==> src/rtl/instruction_fetch_unit.sv <==
// ----------------------------------------------------------------------------
// instruction_fetch_unit
//
// Fetch stage feeding the instruction decoder. Holds the program counter,
// issues reads to a synchronous instruction ROM (data returns one cycle after
// the read strobe), and buffers returned instructions in a 2-entry queue that
// is presented to the decoder over a valid/ready handshake. Execute can
// redirect fetch with branch_valid/branch_target. Fetch stops for good once a
// HALT instruction is accepted downstream; only reset restarts it.
//
// Optional feature (compile-time macro IFU_STALL_COUNTER_EN):
//   adds a 16-bit saturating stall_count output counting cycles with
//   instr_valid && !instr_ready. Without the macro the port does not exist.
//
// Ports:
//   clk            in   clock, rising edge
//   rst_n          in   asynchronous active-low reset
//   imem_en        out  ROM read strobe
//   imem_addr      out  ROM read address (0 when no read is issued)
//   imem_rdata     in   ROM data, valid the cycle after imem_en
//   instr_valid    out  queue head valid towards the decoder
//   instr_ready    in   decoder accepts when high with instr_valid
//   instruction    out  head-of-queue instruction (0 when empty)
//   instr_pc       out  address of the presented instruction (0 when empty)
//   branch_valid   in   redirect request from execute
//   branch_target  in   redirect address
//   halted         out  fetch stopped by HALT
//   stall_count    out  (IFU_STALL_COUNTER_EN only) saturating stall cycles
// ----------------------------------------------------------------------------
module instruction_fetch_unit #(
    parameter int                  PC_WIDTH    = 4,
    parameter int                  INSTR_WIDTH = 8,
    parameter logic [PC_WIDTH-1:0] RESET_PC    = '0,
    parameter logic [3:0]          HALT_OPCODE = 4'b1111
) (
    input  logic                   clk,
    input  logic                   rst_n,
    output logic                   imem_en,
    output logic [PC_WIDTH-1:0]    imem_addr,
    input  logic [INSTR_WIDTH-1:0] imem_rdata,
    output logic                   instr_valid,
    input  logic                   instr_ready,
    output logic [INSTR_WIDTH-1:0] instruction,
    output logic [PC_WIDTH-1:0]    instr_pc,
    input  logic                   branch_valid,
    input  logic [PC_WIDTH-1:0]    branch_target,
    output logic                   halted
`ifdef IFU_STALL_COUNTER_EN
    ,
    output logic [15:0]            stall_count
`endif
);

    typedef enum logic {
        ST_FETCH  = 1'b0,
        ST_HALTED = 1'b1
    } state_t;

    state_t                  state_reg;
    logic                    active_reg;      // reset-release synchroniser
    logic                    halted_reg;
    logic [PC_WIDTH-1:0]     fetch_pc_reg;
    logic                    inflight_reg;    // a read issued last cycle is returning now
    logic [PC_WIDTH-1:0]     inflight_pc_reg; // address of that returning read
    logic                    head_reg;
    logic                    tail_reg;
    logic [1:0]              count_reg;

    logic [1:0][INSTR_WIDTH-1:0] slot_instr;
    logic [1:0][PC_WIDTH-1:0]    slot_pc;

    logic                    fetching;
    logic                    q_valid;
    logic                    pop;
    logic                    head_is_halt;
    logic                    branch_take;
    logic                    halt_take;
    logic                    flush;
    logic                    push;
    logic                    issue;
    logic [2:0]              occupancy;
    logic [INSTR_WIDTH-1:0]  head_instr;
    logic [PC_WIDTH-1:0]     head_pc;

    // ------------------------------------------------------------------
    // Control
    // ------------------------------------------------------------------
    // Nothing moves until the first edge after reset release; this keeps
    // the first read strobe one full cycle clear of the async deassertion.
    assign fetching     = active_reg && (state_reg == ST_FETCH);

    assign q_valid      = (count_reg != 2'd0);
    assign head_instr   = slot_instr[head_reg];
    assign head_pc      = slot_pc[head_reg];
    assign pop          = q_valid && instr_ready;
    assign head_is_halt = (head_instr[INSTR_WIDTH-1 -: 4] == HALT_OPCODE);

    // A branch in the same cycle as a HALT pop squashes the HALT.
    assign branch_take  = fetching && branch_valid;
    assign halt_take    = fetching && pop && head_is_halt && !branch_valid;
    assign flush        = branch_take || halt_take;

    // Returning data is dropped whenever the queue is being flushed.
    assign push         = fetching && inflight_reg && !flush;

    // Slots that will be committed after this edge: queued plus returning,
    // less the entry leaving this cycle. Crediting the same-cycle pop is what
    // lets a continuously-ready decoder see one instruction per cycle, and
    // keeping the total below 2 before issuing means the queue never overflows.
    assign occupancy    = {1'b0, count_reg} + {2'b00, inflight_reg} - {2'b00, pop};

    assign issue        = fetching && !branch_valid && !halt_take && (occupancy < 3'd2);

    assign imem_en      = issue;
    assign imem_addr    = issue ? fetch_pc_reg : '0;

    assign instr_valid  = q_valid;
    assign instruction  = q_valid ? head_instr : '0;
    assign instr_pc     = q_valid ? head_pc : '0;
    assign halted       = halted_reg;

    // ------------------------------------------------------------------
    // Queue storage: one register pair per slot, written at the tail.
    // ------------------------------------------------------------------
    generate
        for (genvar gi = 0; gi < 2; gi++) begin : g_slot
            logic                   slot_wr;
            logic [INSTR_WIDTH-1:0] instr_reg;
            logic [PC_WIDTH-1:0]    pc_reg;

            assign slot_wr = push && (tail_reg == 1'(gi));

            always_ff @(posedge clk or negedge rst_n) begin
                if (!rst_n) begin
                    instr_reg <= '0;
                    pc_reg    <= '0;
                end else if (slot_wr) begin
                    instr_reg <= imem_rdata;
                    pc_reg    <= inflight_pc_reg;
                end
            end

            assign slot_instr[gi] = instr_reg;
            assign slot_pc[gi]    = pc_reg;
        end
    endgenerate

    // ------------------------------------------------------------------
    // Fetch state machine, PC, in-flight tag and queue pointers
    // ------------------------------------------------------------------
    always_ff @(posedge clk or negedge rst_n) begin
        if (!rst_n) begin
            state_reg       <= ST_FETCH;
            active_reg      <= 1'b0;
            halted_reg      <= 1'b0;
            fetch_pc_reg    <= RESET_PC;
            inflight_reg    <= 1'b0;
            inflight_pc_reg <= '0;
            head_reg        <= 1'b0;
            tail_reg        <= 1'b0;
            count_reg       <= 2'd0;
        end else begin
            active_reg <= 1'b1;

            if (fetching) begin
                inflight_reg <= issue;
                if (issue) begin
                    inflight_pc_reg <= fetch_pc_reg;
                end

                // Increment wraps naturally at 2^PC_WIDTH with no bubble.
                if (branch_take) begin
                    fetch_pc_reg <= branch_target;
                end else if (issue) begin
                    fetch_pc_reg <= fetch_pc_reg + {{(PC_WIDTH-1){1'b0}}, 1'b1};
                end

                if (flush) begin
                    head_reg  <= 1'b0;
                    tail_reg  <= 1'b0;
                    count_reg <= 2'd0;
                end else begin
                    if (push) begin
                        tail_reg <= ~tail_reg;
                    end
                    if (pop) begin
                        head_reg <= ~head_reg;
                    end
                    count_reg <= count_reg + {1'b0, push} - {1'b0, pop};
                end

                if (halt_take) begin
                    state_reg  <= ST_HALTED;
                    halted_reg <= 1'b1;
                end
            end
        end
    end

`ifdef IFU_STALL_COUNTER_EN
    // ------------------------------------------------------------------
    // Back-pressure statistics: saturating, cleared only by reset.
    // ------------------------------------------------------------------
    logic [15:0] stall_count_reg;

    always_ff @(posedge clk or negedge rst_n) begin
        if (!rst_n) begin
            stall_count_reg <= '0;
        end else if (q_valid && !instr_ready && (stall_count_reg != 16'hFFFF)) begin
            stall_count_reg <= stall_count_reg + 16'd1;
        end
    end

    assign stall_count = stall_count_reg;
`endif

endmodule
==> config.mk <==
export PLATFORM = sky130hd
export DESIGN_NAME = instruction_fetch_unit
export DESIGN_NICKNAME = d
export VERILOG_FILES = /design/src/rtl/instruction_fetch_unit.sv
export SDC_FILE = /design/constraint.sdc
export NUM_CORES = 1
export LEC_CHECK = 0
export ABC_AREA = 0
export CAP_MARGIN = 20
export CORE_ASPECT_RATIO = 0.9
export CORE_MARGIN = 2
export CORE_UTILIZATION = 30
export DETAILED_ROUTE_END_ITERATION = 8
export SLEW_MARGIN = 30
export SYNTH_ARGS = -nofsm -noshare
export SYNTH_HDL_FRONTEND = slang
export SYNTH_SLANG_ARGS = --single-unit
==> constraint.sdc <==
create_clock -name clk -period 2.6 [get_ports clk]
set_input_delay 0.39 -clock clk [delete_from_list [all_inputs] [get_ports clk]]
set_output_delay 0.39 -clock clk [all_outputs]
set_load 0.1 [all_outputs]
==> results of run 1 <==
worst max-delay path: cells and delay by family (launching register included):
family | cells | cell delay [ps]
and+or+nand+nor | 5 | 1020
adders and majority gates | 2 | 550
buffers and inverters | 4 | 460
DFF | 1 | 410
xor gates and xnor gates | 1 | 160
layout by cell type (no fill, tap or decap), types with 3 or more instances in the layout:
cell,instances
dfrtp_1,37
buf_4,22
nor2_1,19
buf_12,17
mux2_2,14
clkdlybuf4s50_1,14
mux2_4,12
mux2i_1,11
nand2_1,7
clkbuf_8,6
and2_4,4
o21ai_0,4
or3_1,3
ha_1,3
buf_6,3
timing repair:
action                                  CTS  global route
resized for setup                         2             6
endpoints found under the setup margin   14            14
endpoints found under the hold margin     0             0
gates cloned                              0             0
setup buffers                             2             4
hold buffers                              0             0
pin swaps                                 5             2
final cells by class:
class | instances | area [um2]
fillers | 609 | 3610
inverters | 5 | 38.8
well taps | 90 | 113
clock buffers | 6 | 82.6
flip-flops and latches | 39 | 978
clock inverters | 2 | 35.0
repair buffers | 56 | 679
multi-input cells | 117 | 1090
cell families after synthesis:
group	synth area share
buffers and inverters	0.0351
AOI/OAI and AO/OA	0.0545
xor gates and xnor gates	0.0170
muxes	0.222
DFF	0.472
adders and majority gates	0.0339
other	0.00181
and+or+nand+nor	0.163
through the flow:
step | hold WS, ps | worst slack (ps) | cell area (um2) | TNS (ps) | utilization
3_3_place_gp | 490 | -708 | 2840 | -7110 | 0.429
4_1_cts | 243 | -720 | 2970 | -4620 | 0.448
3_5_place_dp | 493 | -732 | 2840 | -7320 | 0.429
5_1_grt | 98.1 | -811 | 3020 | -6360 | 0.455
6_report | 59.9 | -684 | 3020 | -4810 | 0.455
2_1_floorplan | 94.4 | -958 | 2150 | -5800 | -
final timing paths:
path	endpoint	slack, ps	start	cells past startpoint
min in group clk	g_slot[0].pc_reg[2]	510	g_slot[0].pc_reg[2]	1
worst min-delay path	count_reg[0]	60	rst_n	1
worst max-delay path	imem_addr[0]	-680	count_reg[0]	12
worst max register to register	fetch_pc_reg[3]	-390	count_reg[0]	14
max in group asynchronous	halted	2170	rst_n	1
worst min register to register	g_slot[0].pc_reg[2]	510	g_slot[0].pc_reg[2]	1
per-layer routing:
| metal | track usage | routed length (um) |
|---|---|---|
| met1 | 0.172 | 2160 |
| met2 | 0.172 | 1860 |
| met3 | 0.0354 | 177 |
| met4 | 0.0318 | 32 |
| met5 | 0 | 0 |
==> summary.md, run 1 <==
| Metric | Value |
|---|---|
| Post-synthesis cell type count | `43` |
| H-tree levels | `2` |
| Syn_area_per_cell | `12.4 um2` |
| Pins Over Slew Limit | `0` |
| Tightest Hold Check Type | `in -> async` |
| Cells after DPL | `303` |
| WL/cell | `13.4 um` |
| Router iterations before antenna repair | `4` |
| Crit path time final | `about 3300 ps` |
| Worst EP required | `~2200 ps` |
| Die Height | `~83 um` |
| Core area | `6620 um2` |
| TritonCTS buffer count | `5` |
| Vias per cell | `4.48` |
| Fin cells | `315` |
| Synth warnings | `0` |
| Failing checks | `negative setup slack` |
| Synth top area share | `0.472` |
| Total of max-cap violations | `0` |
| Final RePlAce weighted congestion | `0.725` |
| Number of synthesized flops with an enable pin | `0` |
| Largest net degree at the start of global routing | `40` |
| Tot GR Track Use | `0.119` |
| Clock Latency Late Sink | `290 ps` |
| TritonCTS clock tree | `yes` |
| Peak Freq | `about 300 MHz` |
| Sequential share of the synthesized area | `0.472` |
| Clk root buf | `clkbuf_8` |
| Slowest-stage cell, CP | `dfrtp_1` |
| Final setup viols | `13` |
| DIE AREA | `7570 um2` |
| RSZ-0062 raised after global routing | `yes` |
| Post-synth top cells | `39 x dfrtp_1, 19 x nor2_1, 14 x mux2_2` |
| Setup Skew | `between 2 and 2.5 ps` |
| Syn Std Cell Area | `slightly above 2000 um2` |
| Setup ws final | `-684 ps` |
| Layout Area Growth over Synthesis | `45.9%` |
| Synthesized instance count | `167` |
| Final HPWL DP | `3040 um` |
| Arrival @ worst endpoint | `2890 ps` |
| Final ANT Viol Nets | `0` |
| Post-synthesis register bit count | `39` |
| Nature of the critical path startpoint | `register` |
| Crit Path Class | `reg -> out` |
| Vias | `1411` |
| Die Wd | `a little over 90 um` |
| # nets final | `about 250` |
| Grt ovf | `0` |
| Top post-synthesis cells by area | `dfrtp_1 47%, mux2_4 8.7%, mux2_2 7.6%, mux2i_1 5.3%, nor2_1 3.5%` |
| Leading area contributor after synthesis | `dfrtp_1` |
| Flip-flop count of the largest register after layout | `16` |
| Drt drc | `0` |
| Post-Syn Nets | `between 150 and 200` |
| Status | `finished with violations` |
| Clk sinks | `39` |
| Input/output buffers | `34` |
| Initial Util | `0.312` |
| Max clock buf depth | `2` |
| Post-route clock period utilization | `1.26` |
| Max incr delay on CP | `around 410 ps` |
| Final antenna diode count | `0` |
| Routed WL | `between 4000 and 5000 um` |
| Layout cells sized above 1 | `0.471` |
| Critical Path, Cell by Cell | `nor2_4 > inv_8 > and2_4 > ha_4 > nand2b_4 > fa_2 > xor2_2 > nor4b_4 > buf_4 > inv_2 > nor3b_4 > buf_12` |
| Post-synthesis async set-or-reset flop share | `1.00` |
| Vias in the first global route | `1425` |
| Cell Rows | `28` |
| Worst setup EP type | `output pin` |
| Clock-pin transition on the worst setup and hold timing paths | `roughly 70 ps` |
| First DRT Iteration DRCs | `34` |
| Most common cell in the netlist | `dfrtp_1` |
| Final Hold Fails | `0` |
| First-pass GRT wire length | `roughly 6900 um` |
| Initial antenna violation count | `0` |
| Top_reg_cell synth | `dfrtp_1` |
| IO Count | `35` |
| Crit path max fanout | `2` |
Power of run 1 is not shown: default switching activity piles up to over one toggle a cycle in this logic, so the estimate is an artifact.
==> run 2, diff against run 1 <==
--- a/config.mk
+++ b/config.mk
@@ -6,7 +6,6 @@
 export NUM_CORES = 1
 export LEC_CHECK = 0
 export ABC_AREA = 0
-export CAP_MARGIN = 20
 export CORE_ASPECT_RATIO = 0.9
 export CORE_MARGIN = 2
 export CORE_UTILIZATION = 30
==> results of run 2 <==
The final DEF is identical to that of run 1; final timing and power are the same.
Power of run 2 is left out for the same reason.
